--- src/rtl/scroll_rate_ctrl.sv ---
// scroll_rate_ctrl: run-time adjustable scroll strobe for the 7-segment message display.
// Two debounced pushbuttons halve or double the scroll period.
// A pause input freezes the period counter.
module scroll_rate_ctrl #(
  parameter int unsigned MIN_PERIOD      = 3125000,
  parameter int unsigned NUM_LEVELS      = 8,
  parameter int unsigned DEFAULT_LEVEL   = 4,
  parameter int unsigned DEBOUNCE_CYCLES = 500000,
  parameter int unsigned CNT_W           = 32
) (
  input  logic                          CLOCK_50,
  input  logic                          Resetn,
  input  logic                          faster_n,
  input  logic                          slower_n,
  input  logic                          pause,
  output logic                          tick,
  output logic [$clog2(NUM_LEVELS)-1:0] level
);

  localparam int unsigned LvlW = $clog2(NUM_LEVELS);
  localparam int unsigned DbW  = $clog2(DEBOUNCE_CYCLES + 1);

  localparam logic [LvlW-1:0]  MaxLevel = LvlW'(NUM_LEVELS - 1);
  localparam logic [LvlW-1:0]  RstLevel = LvlW'(DEFAULT_LEVEL);
  localparam logic [DbW-1:0]   DbLast   = DbW'(DEBOUNCE_CYCLES - 1);
  localparam logic [CNT_W-1:0] MinPer   = CNT_W'(MIN_PERIOD);

  // Button vectors: bit 0 is the faster button, bit 1 is the slower button.
  logic [1:0]          btn_raw;
  logic [1:0]          sync1_q, sync2_q;
  logic [1:0]          stable_q, stable_d;
  logic [1:0]          press_q, press_d;
  logic [1:0][DbW-1:0] db_cnt_q, db_cnt_d;

  logic [LvlW-1:0]  level_q, level_d;
  logic [CNT_W-1:0] cnt_q, cnt_d;
  logic [CNT_W-1:0] period_last;
  logic             tick_q, tick_d;
  logic             restart;

  assign btn_raw = {slower_n, faster_n};

  // Two-flop synchronizers, debounce state and the registered press pulses.
  always_ff @(posedge CLOCK_50 or negedge Resetn) begin
    if (!Resetn) begin
      sync1_q  <= 2'b11;
      sync2_q  <= 2'b11;
      stable_q <= 2'b11;
      press_q  <= 2'b00;
      db_cnt_q <= '0;
    end else begin
      sync1_q  <= btn_raw;
      sync2_q  <= sync1_q;
      stable_q <= stable_d;
      press_q  <= press_d;
      db_cnt_q <= db_cnt_d;
    end
  end

  // Debounce: accept a new button level only after it has persisted DEBOUNCE_CYCLES cycles.
  always_comb begin
    stable_d = stable_q;
    press_d  = 2'b00;
    db_cnt_d = db_cnt_q;
    for (int i = 0; i < 2; i++) begin
      if (sync2_q[i] != stable_q[i]) begin
        if (db_cnt_q[i] == DbLast) begin
          stable_d[i] = sync2_q[i];
          db_cnt_d[i] = '0;
          // Pulse only on the 1->0 (press) transition; release is silent.
          press_d[i]  = stable_q[i];
        end else begin
          db_cnt_d[i] = db_cnt_q[i] + DbW'(1);
        end
      end else begin
        db_cnt_d[i] = '0;
      end
    end
  end

  // Level, period counter and tick registers.
  always_ff @(posedge CLOCK_50 or negedge Resetn) begin
    if (!Resetn) begin
      level_q <= RstLevel;
      cnt_q   <= '0;
      tick_q  <= 1'b0;
    end else begin
      level_q <= level_d;
      cnt_q   <= cnt_d;
      tick_q  <= tick_d;
    end
  end

  // Level update on press pulses; period counting with restart taking priority over the wrap.
  always_comb begin
    level_d     = level_q;
    cnt_d       = cnt_q;
    tick_d      = 1'b0;
    restart     = 1'b0;
    period_last = (MinPer << level_q) - CNT_W'(1);

    // Simultaneous presses cancel; saturated presses change nothing and do not restart.
    if (press_q[0] && !press_q[1] && (level_q != '0)) begin
      level_d = level_q - LvlW'(1);
      restart = 1'b1;
    end else if (press_q[1] && !press_q[0] && (level_q != MaxLevel)) begin
      level_d = level_q + LvlW'(1);
      restart = 1'b1;
    end

    if (restart) begin
      cnt_d = '0;
    end else if (!pause) begin
      if (cnt_q == period_last) begin
        cnt_d  = '0;
        tick_d = 1'b1;
      end else begin
        cnt_d = cnt_q + CNT_W'(1);
      end
    end
  end

  assign tick  = tick_q;
  assign level = level_q;

endmodule
--- config.mk ---
export PLATFORM = sky130hd
export DESIGN_NAME = scroll_rate_ctrl
export DESIGN_NICKNAME = d
export VERILOG_FILES = /design/src/rtl/scroll_rate_ctrl.sv
export SDC_FILE = /design/constraint.sdc
export NUM_CORES = 1
export LEC_CHECK = 0
export BUFFER_PORTS_ARGS = -buffer_cell sky130_fd_sc_hd__buf_2
export CAP_MARGIN = 20
export CORE_ASPECT_RATIO = 0.9
export CORE_UTILIZATION = 40
export DETAILED_ROUTE_END_ITERATION = 8
export PLACE_DENSITY_LB_ADDON = 0.12
export RECOVER_POWER = 25
export SLEW_MARGIN = 15
export SYNTH_ARGS = -nofsm -noshare
export SYNTH_HDL_FRONTEND = slang
export SYNTH_SLANG_ARGS = --single-unit
--- constraint.sdc ---
create_clock -name CLOCK_50 -period 7.5 [get_ports CLOCK_50]
set_input_delay 0.75 -clock CLOCK_50 [delete_from_list [all_inputs] [get_ports CLOCK_50]]
set_output_delay 0.75 -clock CLOCK_50 [all_outputs]
set_load 0.005 [all_outputs]
# After elaboration in Yosys (flattened, before gate mapping)
# Cells that the tools add are included.
[totals]
regBits = 82
output_inout_bits = 4
wordCells = 52
[op_classes]
n_addsub = 6
eq_ne = 7
shift = 1
mux = 18
reduce_logical = 10
[op_table]
columns = ["op", "count"]
rows = [
  ["$mux W32", 3],
  ["$mux W19", 4],
  ["$add A19 B1 Y19 const B", 2],
  ["$eq A19 B19 Y1 const B", 2],
  ["$add A32 B1 Y32 const B", 1],
  ["$eq A32 B32 Y1", 1],
  ["$shl A22 B3 Y32 const A", 1],
  ["$sub A32 B1 Y32 const B", 1],
  ["$mux W1", 9],
  ["$mux W3", 2],
  ["$logic_and A1 B1 Y1", 4],
  ["$reduce_and A2 Y1", 2],
  ["$add A3 B1 Y3 const B", 1],
  ["$ne A3 B3 Y1 const B", 1],
  ["$reduce_bool A3 Y1", 1],
  ["$sub A3 B1 Y3 const B", 1],
  ["$logic_not A1 Y1", 2],
  ["$ne A1 B1 Y1", 2],
  ["$ne A2 B1 Y1 const B", 1],
  ["$reduce_bool A2 Y1", 1],
]

# Logic depth before layout (Yosys ltp)
# Gate-level depths: netlist (run 1).
[depth]
depth_word = 6
ltp_mapped = 13

# Least setup slack after synthesis (run 1)
# OpenSTA, ideal clock, no wires.
[synth_timing]
kind = "flip-flop to flip-flop"
start = "reg level_q[0] (netlist: level[0])"
end = "reg cnt_q[13]"
setup_time_ns = 0.134
arrival_ns = 2.967
required_ns = 7.366
path_slack_ns = 4.399
path_stages_with_launch = 11
n_path_buf = 2
period_less_slack_ns = 3.101
path_cell_list = "dfrtp_1 > buf_4 > or3_1 > ha_1 > nor4bb_1 > o31a_1 > o22ai_1 > or4b_1 > nor4_4 > buf_4 > a2111oi_0"
[synth_via]
elab_chain_len = 6
elab_cells_between_ends = 13
cone_classes = "1 x add/sub; 3 x eq/ne; 1 x shift; 5 x mux; 3 x reduce/logical"
[synth_rtl]
columns = ["element", "line", "rtl"]
rows = [
  ["from (decl)", "35", "logic [LvlW-1:0] level_q, level_d;"],
  ["from (signal assigned)", "84", "level_q <= RstLevel;"],
  ["from (signal assigned)", "88", "level_q <= level_d;"],
  ["$shl A22 B3 Y32", "100", "period_last = (MinPer << level_q) - CNT_W'(1);"],
  ["$sub A32 B1 Y32", "100", ""],
  ["$eq A32 B32 Y1", "114", "if (cnt_q == period_last) begin"],
  ["$mux W32", "114", ""],
  ["$mux W32", "113", "end else if (!pause) begin"],
  ["$mux W32", "111", "if (restart) begin"],
  ["to (signal assigned)", "89", "cnt_q <= cnt_d;"],
  ["to (decl)", "36", "logic [CNT_W-1:0] cnt_q, cnt_d;"],
]
# Several ways; a longest one is shown, not always the timed one. The select of a mux whose other input is x is not followed.
# A chain may end at the register's enable or synchronous reset.

==> flow_summary.yaml, run 1 <==
logic_synthesis:
  syn_area_um2: 5040
  ys_seq_elements: 82
  yosys.area.top_type: "dfrtp_1"
  ys_types: 66
  ys_seq_area_share_pct: 40.9
  synthMostInstantiatedCell: "dfrtp_1"
  syn_nets: 579
  netlist_top_cells_area: "dfrtp_1 (37%), nor2_1 (4.7%), nand3_1 (4.4%)"
  syn_inst: 569
  async_flop_share_pct: 100
  synth_warnings: 0
  synth_edf_count: 0
  synthTopCellsByCount: "dfrtp_1 (75), nor2_1 (63), nand3_1 (44)"
  synth_top_cell_area_share_pct: 37.2
  avgSynthCellArea_um2: 8.86
  ys.flop_type: "dfrtp_1"
finish:
  drive_above_1_share_pct: 8.60
  design_area_um2: 5400
  areaGrowthSynthToFinish_pct: 7.05
  nets: 563
  diodes: 0
cts:
  cts_setup_buffers: 0
  path_clk_slew_ns: 0.06
  insertion_delay_ns: 0.34
  cts_buffers: 9
  clock-root-buffer: "clkbuf_16"
  htreeDepth: 3
  cts.sinks: 82
  cts_tree: "yes"
  ctsHoldBuffers: 0
  cts.path.max_buffers: 2
  cts_resized: 0
power:
  ir_worst_vdd_mv: 0.220
  pwr-share-clk_pct: 46.7
  power_leakage_nw: 2.20
  power_density_nw_per_um2: 183
  p_sw_share_pct: 23.9
  p_int_w: 0.000752
  switchingPower_w: 0.000236
  p_seq_share_pct: 47.7
  p_comb_share_pct: 5.6
timing:
  slew_headroom_pct: -80.6
  rsz0062_at_grt: "false"
  setup_viol: 0
  max_freq_mhz: 236
  fin_skew_ns: 0.0103
  layout_min_cycle_time_ns: 4.23
  setup-tns-final_ns: 0
  setup_ws_ns: 3.27
  hold_viol: 0
  slew_violations: 85
  period_share_pct: 56.5
  worst_pin_slew_ns: 2.71
routing:
  drtPass1Iterations: 4
  vias: 4091
  wire_per_inst_um: 16.9
  viasPerCell: 5.70
  post-route-drc-count: 0
  finalWirelength_um: 12100
  postRouteAntennaNets: 0
  dr.first_iter.drc_count: 314
global_routing:
  grt_max_degree: 54
  grt_pass1_vias: 3984
  grt_usage_pct: 20.6
  antenna_found_initial: 0
  grt-ovfl-total: 0
  grt_pass1_wl_um: 20700
floorplan:
  fp.dieArea_um2: 13100
  core_area_um2: 12200
  die_w_um: 120
  num_io_pins: 9
  rows: 38
  die_y_um: 109
  start_util_pct: 41.4
setup_path:
  critPathSlowestCell: "clkbuf_1"
  critPathBufInv: 2
  crit_path_end_kind: "asynchronous set/reset pin"
  cp.required_ns: 7.36
  cp_cell_sequence: "clkbuf_1 > clkbuf_1"
  path_class: "in -> async"
  arrival_ns: 4.10
  crit_fanout: 53
  cpPeakStageDelay_ns: 2.02
  startpoint_type: "input pin"
  cp_top_family: "buffers and inverters"
  cpMostUsedCell: "clkbuf_1"
flow_run:
  cap_violations: 2
place:
  place_area_um2: 5090
  port_buffers: 8
  gp_congestion: 0.916
  pre_cts_ws_ns: 3.49
  dp_hpwl_um: 8330
run_status:
  outcome: "complete, but fails checks"
  violations: "capacitance limit, slew limit"
worst_hold_path:
  hold_path_class: "reg -> reg"
[through the flow]
step	utilization (%)	instances	hold WS, ns	power, W
after CTS	44.4	718	0.358	0.00100
after detailed placement	41.8	702	0.348	0.000536
after global routing	44.3	718	0.361	0.00103
after floorplan	-	569	0.345	0.000511
after global placement	41.8	701	0.347	0.000535
final	44.3	718	0.355	0.000988
[cells in the final DEF, fill, tap and decap left out, drive strengths merged, types with 3 or more instances in the layout]
cell type / Yosys / final
and3b: 3 / 3
and3: 10 / 10
nand4: 18 / 18
and4: 7 / 7
o211ai: 4 / 4
ha: 4 / 4
nor2b: 4 / 4
nand2b: 5 / 5
a31oi: 10 / 10
clkbuf: 26 / 13
a211oi: 4 / 4
nor4bb: 4 / 4
and2: 3 / 3
nand2: 41 / 41
dfrtp: 75 / 75
nor3b: 5 / 5
o22ai: 3 / 3
a21oi: 9 / 9
a311oi: 3 / 3
dfstp: 7 / 7
xor2: 22 / 22
or3: 7 / 7
xnor2: 24 / 24
a2111oi: 7 / 7
o31ai: 3 / 3
nor4: 16 / 16
nand3b: 3 / 3
nor4b: 4 / 4
nor2: 64 / 64
or4: 5 / 5
nor3: 23 / 23
o21a: 4 / 4
buf: 13 / 10
nand3: 44 / 44
inv: 18 / 19
or2: 3 / 3
mux2i: 9 / 9
o21ai: 32 / 32
[cells by family (layout without fill, tap and decap cells)]
logic type,count (synthesis),count (layout),share of synthesized area (%)
simple gates,276,276,29.8
compound gates,92,92,11.9
flops,82,82,40.9
buf+inv,57,46,5.83
xor+xnor,46,46,7.99
mux,11,11,2.23
fa+ha+maj,5,5,1.39
[state kept, by name (all words and copies together) (netlist names)]
name	count
tick	1
sync2_q	2
level	3
stable_q	2
db_cnt_q	38
cnt_q	32
sync1_q	2
press_q	2
[power by group through the flow]
stage               combinational (W)  clock (W)  sequential, W
floorplan                   0.0000372          0       0.000474
global placement            0.0000564          0       0.000478
detailed placement          0.0000571          0       0.000479
CTS                         0.0000577   0.000475       0.000471
global route                0.0000652   0.000495       0.000473
finish                      0.0000555   0.000461       0.000471
[layout make-up]
type / instances / area, um^2
clock buffers: 11 / 253
clock inverters: 5 / 60.1
fillers: 1223 / 6770
inverters: 18 / 67.6
multi-input cells: 430 / 2690
flip-flops and latches: 82 / 2060
well taps: 160 / 200
repair buffers: 12 / 65.1
[final timing paths]
check | from | to | slack (ns) | cells after the start
setup / recovery | Resetn | db_cnt_q[28] | 3.27 | 2
min in group asynchronous | Resetn | level[1] | 0.92 | 1
setup reg to reg | level[0] | cnt_q[25] | 3.53 | 8
hold reg to reg | sync1_q[1] | sync2_q[1] | 0.36 | 0
max in group CLOCK_50 | level[0] | cnt_q[25] | 3.53 | 8
hold / removal | sync1_q[1] | sync2_q[1] | 0.36 | 0
[metal layers]
metal / GRT usage (%) / vias up / part of all wire, %
met5: 0 / - / 0
met4: 6.97 / 0 / 1.6
met3: 5.12 / 11 / 4.9
met2: 32.9 / 81 / 46
met1: 27.1 / 1978 / 47
li1: - / 2021 / -
Power figures use the tool's default switching activity.
==> inputs of run 2 (changes only) <==
clock period = 3.9 ns   (was 7.5 ns; I/O delays follow)
==> flow_summary.yaml, run 2 (synthesis results as in run 1) <==
power:
  pwr-share-clk_pct: 44.9
  switchingPower_w: 0.000459
  p_int_w: 0.00138
  p_comb_share_pct: 6.0
  power_leakage_nw: 2.23
  p_seq_share_pct: 49.0
  power_density_nw_per_um2: 340
  p_sw_share_pct: 24.9
  ir_worst_vdd_mv: 0.357
setup_path:
  cpPeakStageDelay_ns: 0.59
  critPathBufInv: 1
  crit_path_end_kind: "flop"
  startpoint_type: "flop"
  cp_cell_sequence: "or3_1 > ha_1 > nor4bb_1 > o31a_1 > o22ai_1 > or4b_1 > nor4_4 > buf_4 > a2111oi_0"
  critPathSlowestCell: "or4b_1"
  reg2reg_depth: 9
  r2r-start: "level[0]"
  arrival_ns: 3.30
  r2r_slack_ns: 0.80
  cp.required_ns: 4.10
  path_class: "reg -> reg"
  r2r-end: "cnt_q[3]"
  cp_top_family: "simple AND/OR/NAND/NOR gates"
  crit_fanout: 16
finish:
  fin_util_pct: 44.6
  layout_common_cells: "dfrtp_1 (75), nor2_1 (63), nand3_1 (44)"
  diodes: 0
  nets: 569
  drive_above_1_share_pct: 9.75
  areaGrowthSynthToFinish_pct: 7.54
  final_common_cell: "dfrtp_1"
  largest_reg_flops: 38
  largest-register: "db_cnt_q"
floorplan:
  core_area_um2: 12200
  fp.dieArea_um2: 13100
  rows: 38
  die_y_um: 109
  start_util_pct: 41.4
  die_w_um: 120
  num_io_pins: 9
cts:
  clock-root-buffer: "clkbuf_16"
  path_clk_slew_ns: 0.07
  cts.path.max_buffers: 2
  ctsHoldBuffers: 0
  htreeDepth: 3
  cts.sinks: 82
  cts_buffers: 9
  cts_tree: "yes"
  cts_resized: 0
  cts_setup_buffers: 0
  insertion_delay_ns: 0.35
worst_hold_path:
  holdPathEnd: "sync1_q[1]"
  hold_depth: 1
  min_from: "slower_n"
  hold_path_class: "in -> reg"
timing:
  period_share_pct: 79.4
  worst_pin_slew_ns: 2.82
  setup_viol: 0
  hold_viol: 0
  max_freq_mhz: 323
  rsz0062_at_grt: "false"
  fin_skew_ns: 0.00925
  setup-tns-final_ns: 0
  layout_min_cycle_time_ns: 3.10
  slew_violations: 50
  slew_headroom_pct: -87.9
place:
  dp_hpwl_um: 8330
  gp_congestion: 0.954
  port_buffers: 8
global_routing:
  grt_max_degree: 50
  antenna_found_initial: 0
  grt_usage_pct: 20.6
  grt-ovfl-total: 0
  grt_pass1_wl_um: 20700
  grt_pass1_vias: 3982
routing:
  dr.first_iter.drc_count: 295
  finalWirelength_um: 12400
  post-route-drc-count: 0
  viasPerCell: 5.85
  wire_per_inst_um: 17.1
  drtPass1Iterations: 5
  postRouteAntennaNets: 0
  vias: 4238
run_status:
  violations: "capacitance limit, slew limit"
  outcome: "complete, but fails checks"
flow_run:
  cap_violations: 1
run 2: cell types whose count changed in the layout (fill, tap and decap cells not counted), sizes merged:
cell      previous run  this run
clkbuf              13        12
buf                 10        17
clkinv               2         3
bufinv               1         0
clkinvlp             1         0
inv                 19        20
run 2: worst max path at each step:
stage | start | to | cells after the start
2_1_floorplan | level[0] | cnt_q[13] | 10
3_3_place_gp | level[0] | cnt_q[4] | 9
3_5_place_dp | level[0] | cnt_q[3] | 9
4_1_cts | level[0] | cnt_q[3] | 9
5_1_grt | level[1] | cnt_q[4] | 11
6_report | level[0] | cnt_q[3] | 9
run 2: final cells by class:
type                            count  area [um^2]
Fill cell                        1219         6750
Multi-Input combinational cell    430         2690
Sequential cell                    82         2060
Clock buffer                       11          253
Tap cell                          160          200
Timing Repair Buffer               18          114
Inverter                           18         67.6
Clock inverter                      5         36.3
run 2: stage by stage:
stage / cells / power (W) / hold slack (ns) / instance area [um^2] / worst slack, ns
floorplan: 569 / 0.000982 / 0.0944 / 5040 / 0.799
global placement: 708 / 0.00103 / 0.348 / 5140 / 0.897
detailed placement: 708 / 0.00103 / 0.349 / 5140 / 0.842
CTS: 724 / 0.00187 / 0.0986 / 5430 / 0.814
global route: 724 / 0.00192 / 0.124 / 5420 / 0.586
finish: 724 / 0.00184 / 0.138 / 5420 / 0.802
run 2: layer usage:
layer | up-vias | global-route usage [%] | share of wire (%)
met5 | - | 0 | 0
met4 | 0 | 8.73 | 2.9
met3 | 24 | 4.91 | 5.0
met2 | 115 | 32.3 | 45
met1 | 2049 | 27.2 | 47
li1 | 2050 | - | -
run 2: power groups by stage:
stage | combinational (W) | sequential, W | clock, W
finish | 0.000111 | 0.000903 | 0.000828
global route | 0.000127 | 0.000907 | 0.000891
CTS | 0.000114 | 0.000903 | 0.000855
detailed placement | 0.000112 | 0.000919 | 0
global placement | 0.000110 | 0.000917 | 0
floorplan | 0.0000715 | 0.000911 | 0
